File: src/rtl/serial_adder_ctrl_if.sv
// rtl/serial_adder_ctrl_if.sv - operand/result handshake bundle for serial_adder_ctrl
// Carries ovf only when SERIAL_ADD_OVF_EN is defined.
interface serial_adder_ctrl_if #(
    parameter int WIDTH = 8
);
    logic             start;
    logic [WIDTH-1:0] a;
    logic [WIDTH-1:0] b;
    logic             cin;
    logic             busy;
    logic             done;
    logic [WIDTH-1:0] sum;
    logic             cout;

`ifdef SERIAL_ADD_OVF_EN
    logic             ovf;

    modport master (
        output start, a, b, cin,
        input  busy, done, sum, cout, ovf
    );

    modport slave (
        input  start, a, b, cin,
        output busy, done, sum, cout, ovf
    );
`else
    modport master (
        output start, a, b, cin,
        input  busy, done, sum, cout
    );

    modport slave (
        input  start, a, b, cin,
        output busy, done, sum, cout
    );
`endif
endinterface

File: src/rtl/serial_adder_ctrl.sv
// rtl/serial_adder_ctrl.sv - bit-serial adder controller, one full-adder step per clock, LSB first
// Optional feature macro SERIAL_ADD_OVF_EN adds the registered two's-complement overflow output.
module serial_adder_ctrl #(
    parameter int WIDTH = 8
) (
    input  logic               clk,
    input  logic               rst,
    serial_adder_ctrl_if.slave bus
);
    localparam int CW = (WIDTH > 1) ? $clog2(WIDTH) : 1;

    typedef enum logic [1:0] {
        S_IDLE,
        S_ADD,
        S_DONE
    } state_t;

    state_t           r_state;
    state_t           w_next;
    logic [WIDTH-1:0] r_a_sh;
    logic [WIDTH-1:0] r_b_sh;
    logic [WIDTH-2:0] r_res_sh;
    logic [WIDTH-1:0] r_sum;
    logic             r_carry;
    logic             r_cout;
    logic [CW-1:0]    r_count;
    logic             w_s;
    logic             w_cout;
    logic             w_last;
    logic [WIDTH-1:0] w_res_next;
    logic             w_busy;
    logic             w_done;

    // Single full-adder cell fed by the registered carry and the operand LSBs.
    assign w_s        = r_a_sh[0] ^ r_b_sh[0] ^ r_carry;
    assign w_cout     = (r_a_sh[0] & r_b_sh[0]) | (r_carry & (r_a_sh[0] ^ r_b_sh[0]));
    assign w_last     = (r_count == CW'(WIDTH - 1));
    assign w_res_next = {w_s, r_res_sh};

    always_comb begin
        w_next = r_state;
        w_busy = 1'b0;
        w_done = 1'b0;
        case (r_state)
            S_IDLE: begin
                if (bus.start) begin
                    w_next = S_ADD;
                end
            end
            S_ADD: begin
                w_busy = 1'b1;
                if (w_last) begin
                    w_next = S_DONE;
                end
            end
            S_DONE: begin
                w_busy = 1'b1;
                w_done = 1'b1;
                w_next = S_IDLE;
            end
            default: begin
                w_next = S_IDLE;
            end
        endcase
    end

`ifdef SERIAL_ADD_OVF_EN
    logic r_ovf;

    // Carry into the MSB is the registered carry during the final step.
    always_ff @(posedge clk) begin
        if (rst) begin
            r_ovf <= 1'b0;
        end else if (r_state == S_ADD && w_last) begin
            r_ovf <= r_carry ^ w_cout;
        end
    end

    assign bus.ovf = r_ovf;
`endif

    always_ff @(posedge clk) begin
        if (rst) begin
            r_state  <= S_IDLE;
            r_a_sh   <= '0;
            r_b_sh   <= '0;
            r_res_sh <= '0;
            r_sum    <= '0;
            r_carry  <= 1'b0;
            r_cout   <= 1'b0;
            r_count  <= '0;
        end else begin
            r_state <= w_next;
            case (r_state)
                S_IDLE: begin
                    if (bus.start) begin
                        r_a_sh  <= bus.a;
                        r_b_sh  <= bus.b;
                        r_carry <= bus.cin;
                        r_count <= '0;
                    end
                end
                S_ADD: begin
                    r_a_sh   <= {1'b0, r_a_sh[WIDTH-1:1]};
                    r_b_sh   <= {1'b0, r_b_sh[WIDTH-1:1]};
                    r_res_sh <= w_res_next[WIDTH-1:1];
                    r_carry  <= w_cout;
                    if (w_last) begin
                        r_sum  <= w_res_next;
                        r_cout <= w_cout;
                    end else begin
                        r_count <= r_count + 1'b1;
                    end
                end
                default: begin
                end
            endcase
        end
    end

    assign bus.busy = w_busy;
    assign bus.done = w_done;
    assign bus.sum  = r_sum;
    assign bus.cout = r_cout;
endmodule
File: src/flat_wrapper.sv
// flat-port wrapper written by rule: the top's interface ports become plain ports
module serial_adder_ctrl_flat 
#(
    parameter int WIDTH = 8
)
  (clk, rst, bus_start, bus_a, bus_b, bus_cin, bus_busy, bus_done, bus_sum, bus_cout);
  serial_adder_ctrl_if #(.WIDTH(WIDTH)) bus_i ();
  input  logic clk;
  input  logic rst;
  input wire logic [$bits(bus_i.start)-1:0] bus_start;
  input wire logic [$bits(bus_i.a)-1:0] bus_a;
  input wire logic [$bits(bus_i.b)-1:0] bus_b;
  input wire logic [$bits(bus_i.cin)-1:0] bus_cin;
  output wire logic [$bits(bus_i.busy)-1:0] bus_busy;
  output wire logic [$bits(bus_i.done)-1:0] bus_done;
  output wire logic [$bits(bus_i.sum)-1:0] bus_sum;
  output wire logic [$bits(bus_i.cout)-1:0] bus_cout;
  assign bus_i.start = bus_start;
  assign bus_i.a = bus_a;
  assign bus_i.b = bus_b;
  assign bus_i.cin = bus_cin;
  assign bus_busy = bus_i.busy;
  assign bus_done = bus_i.done;
  assign bus_sum = bus_i.sum;
  assign bus_cout = bus_i.cout;
  serial_adder_ctrl #(.WIDTH(WIDTH)) u_core (.clk(clk), .rst(rst), .bus(bus_i));
endmodule
File: config.mk
export PLATFORM = sky130hd
export DESIGN_NAME = serial_adder_ctrl_flat
export DESIGN_NICKNAME = d
export VERILOG_FILES = /design/src/rtl/serial_adder_ctrl_if.sv /design/src/rtl/serial_adder_ctrl.sv /design/src/flat_wrapper.sv
export SDC_FILE = /design/constraint.sdc
export NUM_CORES = 1
export LEC_CHECK = 0
export BUFFER_PORTS_ARGS = -buffer_cell sky130_fd_sc_hd__buf_2
export CORE_MARGIN = 5
export CORE_UTILIZATION = 45
export DETAILED_ROUTE_END_ITERATION = 6
export PLACE_DENSITY = 0.76
export SYNTH_ARGS = -nofsm -noshare
export SYNTH_HDL_FRONTEND = slang
export SYNTH_SLANG_ARGS = --single-unit
File: constraint.sdc
create_clock -name clk -period 2.3 [get_ports clk]
set_input_delay 0 -clock clk [delete_from_list [all_inputs] [get_ports clk]]
set_output_delay 0 -clock clk [all_outputs]
set_load 0.03 [all_outputs]
==> impl_metrics.env <==
export IMPL_status="finished clean"
export IMPL_regArea_um2=760.7
export IMPL_fp_dieH_um=70.52
export IMPL_rsz0062_at_grt="false"
export IMPL_root_buffer="clkbuf_8"
export IMPL_power_mw=1.543
export IMPL_routed_via_density=4.885
export IMPL_grt_pass1_vias=1116
export IMPL_cts_tree="built"
export IMPL_multi_input_area_um2=812.0
export IMPL_critPathLaunch="u_core.r_state[1]"
export IMPL_core_area_mm2=0.003606
export IMPL_tightest_slew_ns=0.6599
export IMPL_dp_hpwl_um=2007
export IMPL_diodes=0
export IMPL_wl_per_cell_um=11.42
export IMPL_design_area_mm2=0.001931
export IMPL_die_area_mm2=0.004972
export IMPL_synth_area_top_cells="dfxtp_1 (46%), mux2i_1 (15%), a211oi_1 (7.3%)"
export IMPL_skew_ns=0.004154
export IMPL_synth_top_cell_by_area="dfxtp_1"
export IMPL_cts_buffers=5
export IMPL_ys_ff_latch=38
export IMPL_path_clk_slew_ns=0.07
export IMPL_chipWidth_um=70.52
export IMPL_ir_drop_v=0.0004482
export IMPL_ys_seq_area_frac=0.4617
export IMPL_synthArstFlopShare=0
export IMPL_grt_max_degree=39
export IMPL_start_util=0.4570
export IMPL_post_cts_resized=0
export IMPL_finalMaxSlewViolations=0
export IMPL_antenna_found_initial=0
export IMPL_boundaryPins=31
export IMPL_placed_area_mm2=0.001802
export IMPL_drt_pass1_iterations=4
export IMPL_nFillCells=352
export IMPL_min_period_ns=1.781
export IMPL_r2r_start="u_core.r_state[1]"
export IMPL_holdCritPathClass="in2reg"
export IMPL_area_growth_pct=17.16
export IMPL_worstSkewPairLatency_ns=0.29
export IMPL_endpoint="u_core.r_count[0]"
export IMPL_worst_endpoint_required_ns=2.52
export IMPL_synth_avg_cell_area_um2=9.470
export IMPL_grt_pass1_wl_um=4823
export IMPL_synthDominantCellAreaShare=0.4617
export IMPL_relSlewSlack=0.5601
export IMPL_final_layout_size_suffix_gt1_frac=0.2010
export IMPL_drtIter0Drc=47
export IMPL_postRouteAntennaNets=0
export IMPL_synth_edf_count=0
export IMPL_synth_most_common_cell="dfxtp_1"
export IMPL_gp_congestion=0.7025
export IMPL_period_share=0.7744
export IMPL_setup_viol=0
export IMPL_rows=22
export IMPL_r2r_end="u_core.r_count[0]"
export IMPL_hold_viol=0
export IMPL_fin_setup_tns_ns=0
export IMPL_synth_top_flop_cell="dfxtp_1"
export IMPL_clock_fmax_mhz=561.4
export IMPL_syn_inst=174
export IMPL_cts_sinks=38
export IMPL_holdPathStages=3
export IMPL_cap_violations=0
export IMPL_htreeDepth=2
export IMPL_reg2regPathDepth=5
export IMPL_synthTopCellsByCount="dfxtp_1 (38), mux2i_1 (24), nor2_1 (24)"
export IMPL_netlist_area_mm2=0.001648
export IMPL_vias=1231
export IMPL_crit_type="reg2reg"
export IMPL_io_buffers=30
export IMPL_crit_path_end_kind="register"
export IMPL_clockBufferDepth=2
export IMPL_r2r_slack_ns=0.52
export IMPL_final_util=0.5354
export IMPL_grt_overflow_total=0
export IMPL_yosys_warnings=0
export IMPL_postRouteWirelength_um=2878
export IMPL_syn_num_nets=202
export IMPL_crit_arrival_ns=2.00
export IMPL_start_kind="register"
export IMPL_powerDensity_mw_per_mm2=799.3
export IMPL_nets=231
export IMPL_yosysUniqueCellTypes=25
export IMPL_critPathMaxFanout=10
export IMPL_p_leak_nw=0.7997
export IMPL_drc=0
export IMPL_grt_total_usage=0.1221
state kept, by name, indices dropped and copies added, names as in the netlist:
register / flops
u_core.bus.cout: 1
u_core.bus.sum: 8
u_core.r_a_sh: 8
u_core.r_b_sh: 8
u_core.r_carry: 1
u_core.r_count: 3
u_core.r_res_sh: 7
u_core.r_state: 2
worst min path at each step:
stage	from	endpoint	slack [ns]
2_1_floorplan	bus_a[7]	u_core.r_a_sh[7]	0.15
3_3_place_gp	bus_a[7]	u_core.r_a_sh[7]	0.25
3_5_place_dp	bus_b[7]	u_core.r_b_sh[7]	0.25
4_1_cts	bus_a[3]	u_core.r_a_sh[3]	0.03
5_1_grt	bus_a[0]	u_core.r_a_sh[0]	0.05
6_report	bus_b[6]	u_core.r_b_sh[6]	0.04
per-stage QoR:
| step | hold WS [ns] | setup WS [ns] | cells |
|---|---|---|---|
| final | 0.03872 | 0.5188 | 252 |
| after detailed placement | 0.2550 | 0.5170 | 242 |
| after floorplan | 0.1483 | 0.7933 | 174 |
| after global routing | 0.04861 | 0.3776 | 252 |
| after CTS | 0.03376 | 0.5119 | 252 |
| after global placement | 0.2482 | 0.5820 | 242 |
cells by family (layout without fill, tap and decap cells):
kind of cell,count (synthesis),count (layout),synth area share
multiplexers,25,25,0.1526
AO/OA/AOI/OAI,36,36,0.1382
buffers and inverters,14,44,0.04555
adder cells (fa/ha/maj),8,8,0.06530
AND/OR/NAND/NOR,53,53,0.1367
flip-flops,38,38,0.4617
per-layer routing:
layer	up-vias	GRT usage	share of wire
met4	0	0.07660	0.025
met3	8	0.04173	0.061
li1	658	-	-
met2	26	0.1830	0.44
met5	-	0	0
met1	539	0.1493	0.48
final cells by class:
cell class,count,share of cell area
timing repair buffer,33,0.09203
sequential,38,0.3940
multi-input combinational,122,0.4206
clock buffer,5,0.03564
clock inverter,3,0.02074
inverter,3,0.005833
tap,48,0.03111
worst max-delay path: stages (launching register included):
cell	delay (ns)
dfxtp_1	0.32
inv_1	0.11
ha_1	0.47
mux2i_1	0.24
or4_1	0.44
a21oi_1	0.13
cells in the final DEF (no fill, tap or decap), drive strengths merged:
cell and instances:
a211oi 16, a21o 1, a21oi 14, a22oi 2
and2 1, and3b 1, buf 31, bufinv 1
clkbuf 5, clkinv 2, dfxtp 38, dlygate4sd3 2
fa 1, ha 7, inv 3, mux2 1
mux2i 24, nand2 21, nand2b 1, nand3 1
nor2 24, o21ai 3, or2b 1, or3 2
or4 1
repair_timing:
item / 4_1_cts / 5_1_grt
setup buffers: 0 / 0
endpoints found under the hold margin: 2 / 0
endpoints found under the setup margin: 0 / 0
hold buffers: 2 / 0
report_power, final:
group / internal [mW] / leakage [nW] / switching (mW)
sequential: 0.708 / 0.310 / 0.0293
clock: 0.319 / 0.0579 / 0.228
combinational: 0.118 / 0.431 / 0.141
total: 1.14 / 0.800 / 0.399
Note: power is estimated with default switching activity, not from simulation.
